### src/rtl/ex_mem_stage.sv
// ex_mem_stage: EX/MEM pipeline register with architectural HI/LO, overflow trap and EPC capture.
// Optional macro EXMEM_OVF_CNT_EN adds a saturating 16-bit overflow-exception counter (ovf_count).
`default_nettype none

module ex_mem_stage #(
    parameter int PC_W       = 32,
    parameter int REG_ADDR_W = 5
) (
    input  logic                  clk,
    input  logic                  rst,
    input  logic                  stall,
    input  logic                  flush,
    input  logic                  ex_valid,
    input  logic [63:0]           ex_result,
    input  logic                  ex_zero,
    input  logic                  ex_overflow,
    input  logic [4:0]            ex_alu_op,
    input  logic                  ex_trap_en,
    input  logic                  ex_reg_write,
    input  logic                  ex_mem_read,
    input  logic                  ex_mem_write,
    input  logic                  ex_mem_to_reg,
    input  logic                  ex_branch,
    input  logic [1:0]            ex_hilo_read,
    input  logic [REG_ADDR_W-1:0] ex_dest,
    input  logic [63:0]           ex_store_data,
    input  logic [PC_W-1:0]       ex_pc,
    output logic                  mem_valid,
    output logic                  mem_reg_write,
    output logic                  mem_mem_read,
    output logic                  mem_mem_write,
    output logic                  mem_mem_to_reg,
    output logic                  mem_branch_taken,
    output logic                  mem_zero,
    output logic [63:0]           mem_result,
    output logic [REG_ADDR_W-1:0] mem_dest,
    output logic [63:0]           mem_store_data,
    output logic [31:0]           hi_out,
    output logic [31:0]           lo_out,
    output logic                  exc_overflow,
`ifdef EXMEM_OVF_CNT_EN
    output logic [15:0]           ovf_count,
`endif
    output logic [PC_W-1:0]       exc_epc
);

    localparam logic [4:0] c_OP_ADD  = 5'h03;
    localparam logic [4:0] c_OP_SUB  = 5'h05;
    localparam logic [4:0] c_OP_MULT = 5'h0F;
    localparam logic [4:0] c_OP_DIV  = 5'h10;

    logic                  valid_q,   valid_d;
    logic                  regw_q,    regw_d;
    logic                  memr_q,    memr_d;
    logic                  memw_q,    memw_d;
    logic                  m2r_q,     m2r_d;
    logic                  brt_q,     brt_d;
    logic                  zero_q,    zero_d;
    logic [63:0]           result_q,  result_d;
    logic [REG_ADDR_W-1:0] dest_q,    dest_d;
    logic [63:0]           sdata_q,   sdata_d;
    logic [31:0]           hi_q,      hi_d;
    logic [31:0]           lo_q,      lo_d;
    logic                  exc_q,     exc_d;
    logic [PC_W-1:0]       epc_q,     epc_d;

    logic        w_trap;
    logic        w_load;
    logic [63:0] w_result;

    assign w_trap = ex_valid & ex_trap_en & ex_overflow &
                    ((ex_alu_op == c_OP_ADD) | (ex_alu_op == c_OP_SUB));
    assign w_load = ~flush & ~stall;

    // mfhi/mflo read the HI/LO value already committed, so a back-to-back mult/div is visible
    always_comb begin
        case (ex_hilo_read)
            2'b01:   w_result = {32'b0, lo_q};
            2'b10:   w_result = {32'b0, hi_q};
            default: w_result = ex_result;
        endcase
    end

    always_comb begin
        valid_d  = valid_q;
        regw_d   = regw_q;
        memr_d   = memr_q;
        memw_d   = memw_q;
        m2r_d    = m2r_q;
        brt_d    = brt_q;
        zero_d   = zero_q;
        result_d = result_q;
        dest_d   = dest_q;
        sdata_d  = sdata_q;
        hi_d     = hi_q;
        lo_d     = lo_q;
        epc_d    = epc_q;
        exc_d    = 1'b0;
        if (flush) begin
            valid_d = 1'b0;
            regw_d  = 1'b0;
            memr_d  = 1'b0;
            memw_d  = 1'b0;
            m2r_d   = 1'b0;
            brt_d   = 1'b0;
        end else if (!stall) begin
            valid_d  = ex_valid;
            regw_d   = ex_valid & ex_reg_write & ~w_trap;
            memr_d   = ex_valid & ex_mem_read  & ~w_trap;
            memw_d   = ex_valid & ex_mem_write & ~w_trap;
            m2r_d    = ex_valid & ex_mem_to_reg;
            brt_d    = ex_valid & ex_branch & ex_zero;
            zero_d   = ex_zero;
            result_d = w_result;
            dest_d   = ex_dest;
            sdata_d  = ex_store_data;
            exc_d    = w_trap;
            if (w_trap) begin
                epc_d = ex_pc;
            end
            if (ex_valid && (ex_alu_op == c_OP_MULT || ex_alu_op == c_OP_DIV)) begin
                hi_d = ex_result[63:32];
                lo_d = ex_result[31:0];
            end
        end
    end

    always_ff @(posedge clk or posedge rst) begin
        if (rst) begin
            valid_q  <= 1'b0;
            regw_q   <= 1'b0;
            memr_q   <= 1'b0;
            memw_q   <= 1'b0;
            m2r_q    <= 1'b0;
            brt_q    <= 1'b0;
            zero_q   <= 1'b0;
            result_q <= '0;
            dest_q   <= '0;
            sdata_q  <= '0;
            hi_q     <= '0;
            lo_q     <= '0;
            exc_q    <= 1'b0;
            epc_q    <= '0;
        end else begin
            valid_q  <= valid_d;
            regw_q   <= regw_d;
            memr_q   <= memr_d;
            memw_q   <= memw_d;
            m2r_q    <= m2r_d;
            brt_q    <= brt_d;
            zero_q   <= zero_d;
            result_q <= result_d;
            dest_q   <= dest_d;
            sdata_q  <= sdata_d;
            hi_q     <= hi_d;
            lo_q     <= lo_d;
            exc_q    <= exc_d;
            epc_q    <= epc_d;
        end
    end

`ifdef EXMEM_OVF_CNT_EN
    logic [15:0] cnt_q, cnt_d;

    always_comb begin
        cnt_d = cnt_q;
        if (w_load && w_trap && cnt_q != 16'hFFFF) begin
            cnt_d = cnt_q + 16'd1;
        end
    end

    always_ff @(posedge clk or posedge rst) begin
        if (rst) begin
            cnt_q <= '0;
        end else begin
            cnt_q <= cnt_d;
        end
    end

    assign ovf_count = cnt_q;
`endif

    assign mem_valid        = valid_q;
    assign mem_reg_write    = regw_q;
    assign mem_mem_read     = memr_q;
    assign mem_mem_write    = memw_q;
    assign mem_mem_to_reg   = m2r_q;
    assign mem_branch_taken = brt_q;
    assign mem_zero         = zero_q;
    assign mem_result       = result_q;
    assign mem_dest         = dest_q;
    assign mem_store_data   = sdata_q;
    assign hi_out           = hi_q;
    assign lo_out           = lo_q;
    assign exc_overflow     = exc_q;
    assign exc_epc          = epc_q;

endmodule

`default_nettype wire

### config.mk
export PLATFORM = sky130hd
export DESIGN_NAME = ex_mem_stage
export DESIGN_NICKNAME = d
export VERILOG_FILES = /design/src/rtl/ex_mem_stage.sv
export SDC_FILE = /design/constraint.sdc
export NUM_CORES = 1
export LEC_CHECK = 0
export ABC_AREA = 1
export CAP_MARGIN = 20
export CELL_PAD_IN_SITES_DETAIL_PLACEMENT = 1
export CELL_PAD_IN_SITES_GLOBAL_PLACEMENT = 1
export CORE_ASPECT_RATIO = 1.75
export CORE_MARGIN = 2
export CORE_UTILIZATION = 33
export DETAILED_ROUTE_END_ITERATION = 8
export PLACE_DENSITY_LB_ADDON = 0.1
export REMOVE_ABC_BUFFERS = 1
export SYNTH_ARGS = -nofsm -noshare
export SYNTH_HDL_FRONTEND = slang
export SYNTH_SLANG_ARGS = --single-unit
### constraint.sdc
create_clock -name clk -period 18.6 [get_ports clk]
set_input_delay 3.72 -clock clk [delete_from_list [all_inputs] [get_ports clk]]
set_output_delay 3.72 -clock clk [all_outputs]
set_load 0.02 [all_outputs]
==> impl_results.md <==
* Fraction of layout cells with a size suffix above 1 at 0.0390
* Finished Layout Cells at 1,951
* Core ar. at 0.0294 mm2
* Worst Setup Start Kind: input port
* Post-CTS Setup Repair Bufs at 0
* Area grow syn2layout at 53.3%
* Critical path type: in -> reg
* DRC at 0
* Placer Congestion at 0.771
* Worst-Skew Late Latency at 0.54 ns
* Hold Fails Final Rpt at 0
* Maximum Capacitance Violations at 0
* Post-route worst setup slack at 12.24 ns
* Clock sinks at 237
* Gate power share at 0.252
* Clk pin slew, worst setup/hold paths at 0.06 ns
* Post-layout nets at 1,735
* Via density at 4.94
* Largest fanout on the critical path at 82
* Die area at 0.0314 mm2
* CTS root buffer: clkbuf_16
* Pwr Total at 1.49 mW
* Status: complete, no violations
* Unique masters post-synth at 17
* Seq/Total Area, Yosys at 0.600
* Relative slew slack at 0.360
* Fin crit share at 0.342
* WHS at 0.471 ns
* DP Area at 0.0143 mm2
* Final ANT Viol Nets at 0
* Drt pass-1 iters at 4
* Post-layout util at 0.515
* Syn Area/Cell at 8.49 um2
* Int Power at 1.03 mW
* Setup Skew at 0.0114 ns
* Area leader, netlist: dfrtp_1
* Post-Place Cells at 1,903
* I/O pin cnt at 422
* Die X at 135 um
* WL final at 38,500 um
* Seq pwr share at 0.416
* Worst vdd ir at 69.1 uV
* Fmax at 157 MHz
* CTS max path bufs at 3
* Die Span Y at 233 um
* Initial antenna violation count at 5
* Buffers on Ports at 421
* Clock power share at 0.332
* Vias at 9,631
* TritonCTS buffer count at 25
* Overflow after GRT at 0
* Post-synth top area share at 0.600
* First-pass GRT wire length at 59,500 um
* Row count at 83
* Mapped cell area at 0.00988 mm2
* Critical Path RT at 19.03 ns
* Total GRT Usage at 0.244
* Pleak at 7.38 nW
* Vias in the first global route at 10,300
* Worst slew pin tran at 0.959 ns
* Yosys reg bits at 237
* Setup TNS at 0 ns
* Yosys warns at 0
* Critical path arrival at 6.79 ns
* RSZ-0062 raised after global routing: no
* Largest net degree at the start of global routing at 139
* DRT iter0 DRCs at 404
* Net Sw Frac at 0.310
* Kind of end point of the critical path: register
* Post-detailed-placement half-perimeter wirelength at 26,200 um
* Post-layout min period at 6.36 ns
* # resized after CTS at 0
* Final Max Slew Viols at 0
* P_sw at 0.462 mW
* Type of the worst min-delay path: reg -> reg
* Setup WS pre-CTS at 11.63 ns
* Initial Utilization at 0.336
* Avg WL per Cell at 19.7 um
* # H-tree levels at 1
* CTS tree: built
* Fin area at 0.0151 mm2
* Pwr/cell area at 98.4 mW/mm2
* Final setup fails at 0
* Cells after Synth at 1,163
* Synth top area cells: dfrtp_1 (60%), nand2_1 (24%), nand3_1 (6.6%)
* Post-CTS Hold Fix Bufs at 0
-- cells in the final DEF, fill, tap and decap left out, drive strengths merged --
| master | count |
|---|---|
| dfrtp | 237 |
| buf | 14 |
| nand2 | 621 |
| a22o | 1 |
| o211ai | 32 |
| o21ai | 1 |
| diode | 5 |
| nor2 | 12 |
| clkdlybuf4s50 | 421 |
| nand4 | 33 |
| ha | 2 |
| nand3 | 130 |
| clkbuf | 39 |
| inv | 19 |
| clkinv | 2 |
-- metal layers --
layer	wire length, um	GRT usage	up-vias
met1	13900	0.271	4763
met5	0	0	-
li1	-	-	4479
met2	20100	0.430	318
met4	1520	0.104	0
met3	2960	0.0684	71
-- final cells by class --
class | count | area, um2
fill | 3437 | 14200
sequential | 237 | 5930
timing repair buffer | 435 | 4330
multi-input combinational | 832 | 3530
clock buffer | 39 | 758
tap | 382 | 478
inverter | 17 | 73.8
clock inverter | 4 | 30.0
antenna | 5 | 12.5
-- worst paths after layout --
| path | endpoint | depth (start not counted) | slack, ns | start |
|---|---|---|---|---|
| setup / recovery | mem_dest[0]$_DFFE_PP0P_ | 7 | 12.24 | flush |
| hold / removal | exc_epc[7]$_DFFE_PP0P_ | 2 | 0.47 | exc_epc[7]$_DFFE_PP0P_ |
| setup reg to reg | mem_result[1]$_DFFE_PP0P_ | 4 | 17.71 | hi_out[1]$_DFFE_PP0P_ |
| hold reg to reg | exc_epc[7]$_DFFE_PP0P_ | 2 | 0.47 | exc_epc[7]$_DFFE_PP0P_ |
| max in group asynchronous | hi_out[7]$_DFFE_PP0P_ | 3 | 13.56 | rst |
| min in group asynchronous | mem_store_data[19]$_DFFE_PP0P_ | 2 | 3.70 | rst |
-- cell usage after synthesis --
master,number
buf_2,43
inv_2,3
o211ai_1,32
a22o_1,1
buf_4,5
nor2_4,1
clkbuf_1,25
ha_1,2
buf_1,4
inv_1,14
o21ai_0,1
nand4_1,33
nand3_1,130
dfrtp_1,237
nor2_1,11
nand2_1,620
nand2_2,1
-- power by group through the flow --
stage	Combinational [mW]	Clock (mW)	Sequential, mW
global placement	0.374	0	0.627
CTS	0.382	0.506	0.621
floorplan	0.0821	0	0.701
finish	0.376	0.494	0.621
detailed placement	0.380	0	0.629
global route	0.404	0.523	0.629
-- logic make-up (layout without fill, tap and decap cells) --
logic type      after synthesis  after routing  share of synthesized area
other cells                   0              5                          0
flops                       237            237                      0.600
simple gates                796            796                      0.328
compound gates               34             34                     0.0257
fa+ha+maj                     2              2                    0.00253
buf+inv                      94            495                     0.0431
-- critical path, stage by stage --
cell and delay (ns):
clkdlybuf4s50_1 0.46, nor2_4 0.63, buf_4 0.66, inv_4 0.42
buf_4 0.52, nand2_1 0.20, nand2_1 0.06
(Power assumes the default switching activity.)
